### src/rtl/seq_divider.sv
// seq_divider: iterative unsigned restoring divider, one trial subtraction per clock.
//
// Parameters:
//   WIDTH        operand / quotient / remainder width (2..32)
// Ports:
//   clk          clock, rising edge
//   rst          synchronous active-high reset
//   start        division request, honoured in IDLE or DONE
//   dividend     unsigned dividend, captured on an accepted start
//   divisor      unsigned divisor, captured on an accepted start
//   busy         high while iterating (CALC)
//   done         one-cycle strobe, results valid
//   quotient     result quotient, held until the next accepted start
//   remainder    result remainder, held until the next accepted start
//   div_by_zero  divisor was zero (only with zero detection)
//
// Optional feature macro: SEQ_DIVIDER_DIV_ZERO_DETECT_EN
//   defined     : divisor 0 skips CALC, done one cycle after start, div_by_zero=1
//   not defined : divisor 0 runs the normal algorithm, div_by_zero tied to 0
//
// State | meaning
// ------+---------------------------------------------
// IDLE  | ready for a new request
// CALC  | one shift/trial-subtract iteration per cycle
// DONE  | results present, done=1, accepts a new start

module seq_divider #(
  parameter int WIDTH = 8
) (
  input  logic             clk,
  input  logic             rst,
  input  logic             start,
  input  logic [WIDTH-1:0] dividend,
  input  logic [WIDTH-1:0] divisor,
  output logic             busy,
  output logic             done,
  output logic [WIDTH-1:0] quotient,
  output logic [WIDTH-1:0] remainder,
  output logic             div_by_zero
);

  localparam int CW = $clog2(WIDTH + 1);

  typedef enum logic [1:0] {
    S_IDLE = 2'd0,
    S_CALC = 2'd1,
    S_DONE = 2'd2
  } state_t;

  state_t           state, state_nxt;
  logic             accept;
  logic [CW-1:0]    cnt;
  logic [WIDTH-1:0] dvsr;
  logic [WIDTH-1:0] rem_w, quo_w;
  logic [WIDTH-1:0] rem_o, quo_o;
  logic [WIDTH:0]   shifted;
  logic [WIDTH:0]   trial;
  logic             borrow;
  logic [WIDTH-1:0] rem_nxt, quo_nxt;
  logic             last_iter;

  // The partial remainder never exceeds 2*divisor-1 after the shift, so a
  // WIDTH+1 bit subtraction is enough and its MSB is a clean borrow flag.
  assign shifted   = {rem_w, quo_w[WIDTH-1]};
  assign trial     = shifted - {1'b0, dvsr};
  assign borrow    = trial[WIDTH];
  assign rem_nxt   = borrow ? shifted[WIDTH-1:0] : trial[WIDTH-1:0];
  assign quo_nxt   = {quo_w[WIDTH-2:0], ~borrow};
  assign last_iter = (cnt == CW'(1));

  always_ff @(posedge clk) begin
    if (rst) begin
      state <= S_IDLE;
    end else begin
      state <= state_nxt;
    end
  end

  always_comb begin
    state_nxt = state;
    accept    = 1'b0;
    busy      = 1'b0;
    done      = 1'b0;
    case (state)
      S_IDLE: begin
        if (start) begin
          accept    = 1'b1;
          state_nxt = S_CALC;
        end
      end
      S_CALC: begin
        busy = 1'b1;
        if (last_iter) state_nxt = S_DONE;
      end
      S_DONE: begin
        done      = 1'b1;
        state_nxt = S_IDLE;
        if (start) begin
          accept    = 1'b1;
          state_nxt = S_CALC;
        end
      end
      default: state_nxt = S_IDLE;
    endcase
`ifdef SEQ_DIVIDER_DIV_ZERO_DETECT_EN
    if (accept && (divisor == '0)) state_nxt = S_DONE;
`endif
  end

`ifdef SEQ_DIVIDER_DIV_ZERO_DETECT_EN
  logic dbz_q;
  assign div_by_zero = dbz_q;
`else
  assign div_by_zero = 1'b0;
`endif

  always_ff @(posedge clk) begin
    if (rst) begin
      cnt   <= '0;
      dvsr  <= '0;
      rem_w <= '0;
      quo_w <= '0;
      rem_o <= '0;
      quo_o <= '0;
`ifdef SEQ_DIVIDER_DIV_ZERO_DETECT_EN
      dbz_q <= 1'b0;
`endif
    end else if (accept) begin
      dvsr  <= divisor;
      quo_w <= dividend;
      rem_w <= '0;
      cnt   <= CW'(WIDTH);
      rem_o <= '0;
      quo_o <= '0;
`ifdef SEQ_DIVIDER_DIV_ZERO_DETECT_EN
      dbz_q <= 1'b0;
      if (divisor == '0) begin
        cnt   <= '0;
        quo_o <= '1;
        rem_o <= dividend;
        dbz_q <= 1'b1;
      end
`endif
    end else if (state == S_CALC) begin
      rem_w <= rem_nxt;
      quo_w <= quo_nxt;
      cnt   <= cnt - CW'(1);
      // Publish on the final iteration so results appear with done.
      if (last_iter) begin
        rem_o <= rem_nxt;
        quo_o <= quo_nxt;
      end
    end
  end

  assign quotient  = quo_o;
  assign remainder = rem_o;

endmodule

### config.mk
export PLATFORM = sky130hd
export DESIGN_NAME = seq_divider
export DESIGN_NICKNAME = d
export VERILOG_FILES = /design/src/rtl/seq_divider.sv
export SDC_FILE = /design/constraint.sdc
export NUM_CORES = 1
export LEC_CHECK = 0
export CAP_MARGIN = 25
export CORE_MARGIN = 5
export CORE_UTILIZATION = 54
export CTS_BUF_LIST = sky130_fd_sc_hd__clkbuf_8
export DETAILED_ROUTE_END_ITERATION = 16
export PLACE_DENSITY = 0.82
export SLEW_MARGIN = 15
export SYNTH_ARGS = -nofsm -noshare
export SYNTH_HDL_FRONTEND = slang
export SYNTH_SLANG_ARGS = --single-unit
### constraint.sdc
create_clock -name clk -period 3.1 [get_ports clk]
set_input_delay 0.31 -clock clk [delete_from_list [all_inputs] [get_ports clk]]
set_output_delay 0.31 -clock clk [all_outputs]
set_load 0.005 [all_outputs]
==> results.json, run 1 <==
{
  "start_kind": "flip-flop",
  "final_cells": 351,
  "tritoncts": "yes",
  "die_h_um": 73.8,
  "initial_core_util": 0.553,
  "drive_gt1_frac": 0.0598,
  "startpoint": "quo_w[7]$_SDFFE_PP0P_",
  "h-tree-depth": 2,
  "crit_path_end_kind": "flip-flop",
  "syn_nets": 298,
  "finalHoldViolations": 0,
  "drt_iter0_markers": 119,
  "dieArea_sq_um": 5440,
  "ff2ff_path_depth": 9,
  "total_power_mw": 1.33,
  "grt_pass1_vias": 1850,
  "cts_hold_buffers": 0,
  "crit_end": "remainder[5]$_SDFFE_PP0P_",
  "worstSkewPairLatency_ns": 0.30,
  "path_class": "flip-flop to flip-flop",
  "grt_pass1_wl_um": 8250,
  "antenna_cells": 0,
  "clockBufferDepth": 2,
  "path_clk_slew_ns": 0.08,
  "place_ws_ns": 0.510,
  "syn_inst": 268,
  "p_per_area_nw_per_um2": 498,
  "status": "finished, final reports clean",
  "hp-start": "quotient[4]$_SDFFE_PP0P_",
  "stdcell_area_sq_um": 2670,
  "fin_nets": 330,
  "finalSetupTns_ns": 0,
  "area_growth_pct": 21.7,
  "max_freq_mhz": 378,
  "synth-main-ff-cell": "dfxtp_1",
  "drv_slew": 0,
  "cp_max_fo": 14,
  "rsz0062_at_grt": "false",
  "ioPinCount": 38,
  "first_pass_iters": 4,
  "drv_cap": 0,
  "drt-total-wl_um": 5010,
  "relSlewSlack": 0.513,
  "overflow": 0,
  "ff2ff_setup_slack_ns": 0.46,
  "cts-root-buf": "clkbuf_8",
  "vias": 1975,
  "clock_skew_ns": 0.0119,
  "grt_max_degree": 22,
  "ys_seq_area_frac": 0.420,
  "cts_resized": 0,
  "synthDistinctLibCells": 42,
  "drc": 0,
  "die_w_um": 73.8,
  "gp_congestion": 0.852,
  "required_ns": 3.31,
  "ant_nets": 0,
  "clkSinkCount": 46,
  "worst_pin_slew_ns": 0.727,
  "place_inst": 343,
  "min_period_ns": 2.64,
  "track_usage": 0.196,
  "grt_antenna_before_repair": 0,
  "synth_area_sq_um": 2190,
  "io_buffers": 36,
  "fillers": 341,
  "wire_per_inst_um": 14.3,
  "leakage_nw": 1.02,
  "layout_setup_ws_ns": 0.458,
  "holdCritPathClass": "flip-flop to flip-flop",
  "fin_crit_sh": 0.852,
  "synth-edff-count": 0,
  "dpl_cell_area_sq_um": 2580,
  "core_area_sq_um": 3970,
  "viasPerCell": 5.63,
  "async_flop_share": 0,
  "vdd_ir_drop_max_uv": 398,
  "arrival_ns": 2.85,
  "yosysWarnings": 0,
  "syn_avg_cell_area_sq_um": 8.19,
  "postCtsSetupBuffers": 0,
  "place_hpwl_um": 3570,
  "reg2reg_from": "quo_w[7]$_SDFFE_PP0P_",
  "num_rows": 23,
  "ys_seq_elements": 46,
  "r2r-end": "remainder[5]$_SDFFE_PP0P_",
  "finalSetupViolations": 0,
  "cts_made_buffers": 5
}
critical path, cell delays in order, from the launching register on:
cell	delay, ns
dfxtp_1	0.37
inv_1	0.06
ha_1	0.20
fa_1	0.44
nor2b_4	0.16
o31a_1	0.20
o21ai_1	0.20
or2_4	0.35
o31a_2	0.37
a211oi_1	0.22
cell usage after synthesis (4+ instances only):
| library cell | number | area share |
|---|---|---|
| a211oi_1 | 8 | 0.027 |
| a21oi_1 | 36 | 0.082 |
| a22oi_1 | 7 | 0.024 |
| buf_1 | 4 | 0.0068 |
| clkbuf_1 | 10 | 0.017 |
| dfxtp_1 | 46 | 0.42 |
| ha_1 | 10 | 0.057 |
| inv_1 | 13 | 0.022 |
| nand2_1 | 42 | 0.072 |
| nand2b_1 | 6 | 0.017 |
| nand3_1 | 7 | 0.016 |
| nand4_1 | 4 | 0.011 |
| nor2_1 | 21 | 0.036 |
| o21ai_0 | 10 | 0.023 |
| or4_1 | 5 | 0.017 |
final cells by class:
type	count	area, sq um	area share
well taps	50	62.6	0.0234
inverters	13	48.8	0.0183
repair buffers	41	398	0.149
multi-input cells	193	1150	0.432
flip-flops and latches	46	921	0.345
clock inverters	3	17.5	0.00656
clock buffers	5	68.8	0.0258
worst min path at each step:
stage / endpoint / slack (ns) / cells after the start
after floorplan: dvsr[2]$_SDFFE_PP0P_ / 0.44 / 2
after global placement: quotient[5]$_SDFFE_PP0P_ / 0.45 / 2
after detailed placement: quotient[4]$_SDFFE_PP0P_ / 0.45 / 2
after CTS: quotient[4]$_SDFFE_PP0P_ / 0.46 / 2
after global routing: quotient[4]$_SDFFE_PP0P_ / 0.47 / 2
final: quotient[4]$_SDFFE_PP0P_ / 0.46 / 2
power breakdown:
part	leakage, nW	internal [mW]	switching, mW
Sequential	0.375	0.620	0.0223
Combinational	0.593	0.141	0.185
Clock	0.0493	0.156	0.204
Total	1.02	0.917	0.412
placed cells by master, fill, tap and decap left out, types with 5 or more instances in the layout:
| master | n |
|---|---|
| nand2b_1 | 6 |
| clkbuf_8 | 5 |
| or4_1 | 5 |
| ha_1 | 10 |
| clkdlybuf4s50_1 | 36 |
| buf_4 | 5 |
| a21oi_1 | 36 |
| nand3_1 | 7 |
| o21ai_0 | 10 |
| nor2_1 | 21 |
| a22oi_1 | 7 |
| inv_1 | 14 |
| dfxtp_1 | 46 |
| nand2_1 | 42 |
| a211oi_1 | 8 |
per-stage QoR:
stage / utilization / hold slack, ns
global placement: 0.651 / 0.445
CTS: 0.672 / 0.458
floorplan: - / 0.436
detailed placement: 0.651 / 0.446
global route: 0.672 / 0.472
finish: 0.672 / 0.455
per-layer routing:
metal / global-route usage / share of wire
met5: 0 / 0
met4: 0.0724 / 0.019
met3: 0.0424 / 0.041
met2: 0.343 / 0.51
met1: 0.233 / 0.43
registers in the layout (all words and copies together) (netlist names):
name / count
dvsr: 8
quotient: 8
cnt: 4
rem_w: 8
state: 2
remainder: 8
quo_w: 8
cell families after synthesis:
logic type,Yosys count,synth area share
AND/OR/NAND/NOR,98,0.211
AO/OA/AOI/OAI,76,0.218
flip-flops,46,0.420
buffers and inverters,29,0.0547
adder cells (fa/ha/maj),11,0.0661
XOR/XNOR,5,0.0200
multiplexers,2,0.00912
other,1,0.00171
Note: power is estimated with default switching activity, not from simulation.
==> run 2: changes to the inputs <==
- CAP_MARGIN: 25 -> 20
==> results of run 2 <==
Final layout, timing and power as in run 1 (identical DEF).
==> run 3: changes to the inputs <==
- SKIP_LAST_GASP: default -> 1
==> results of run 3 <==
Final layout, timing and power as in run 1 (identical DEF).
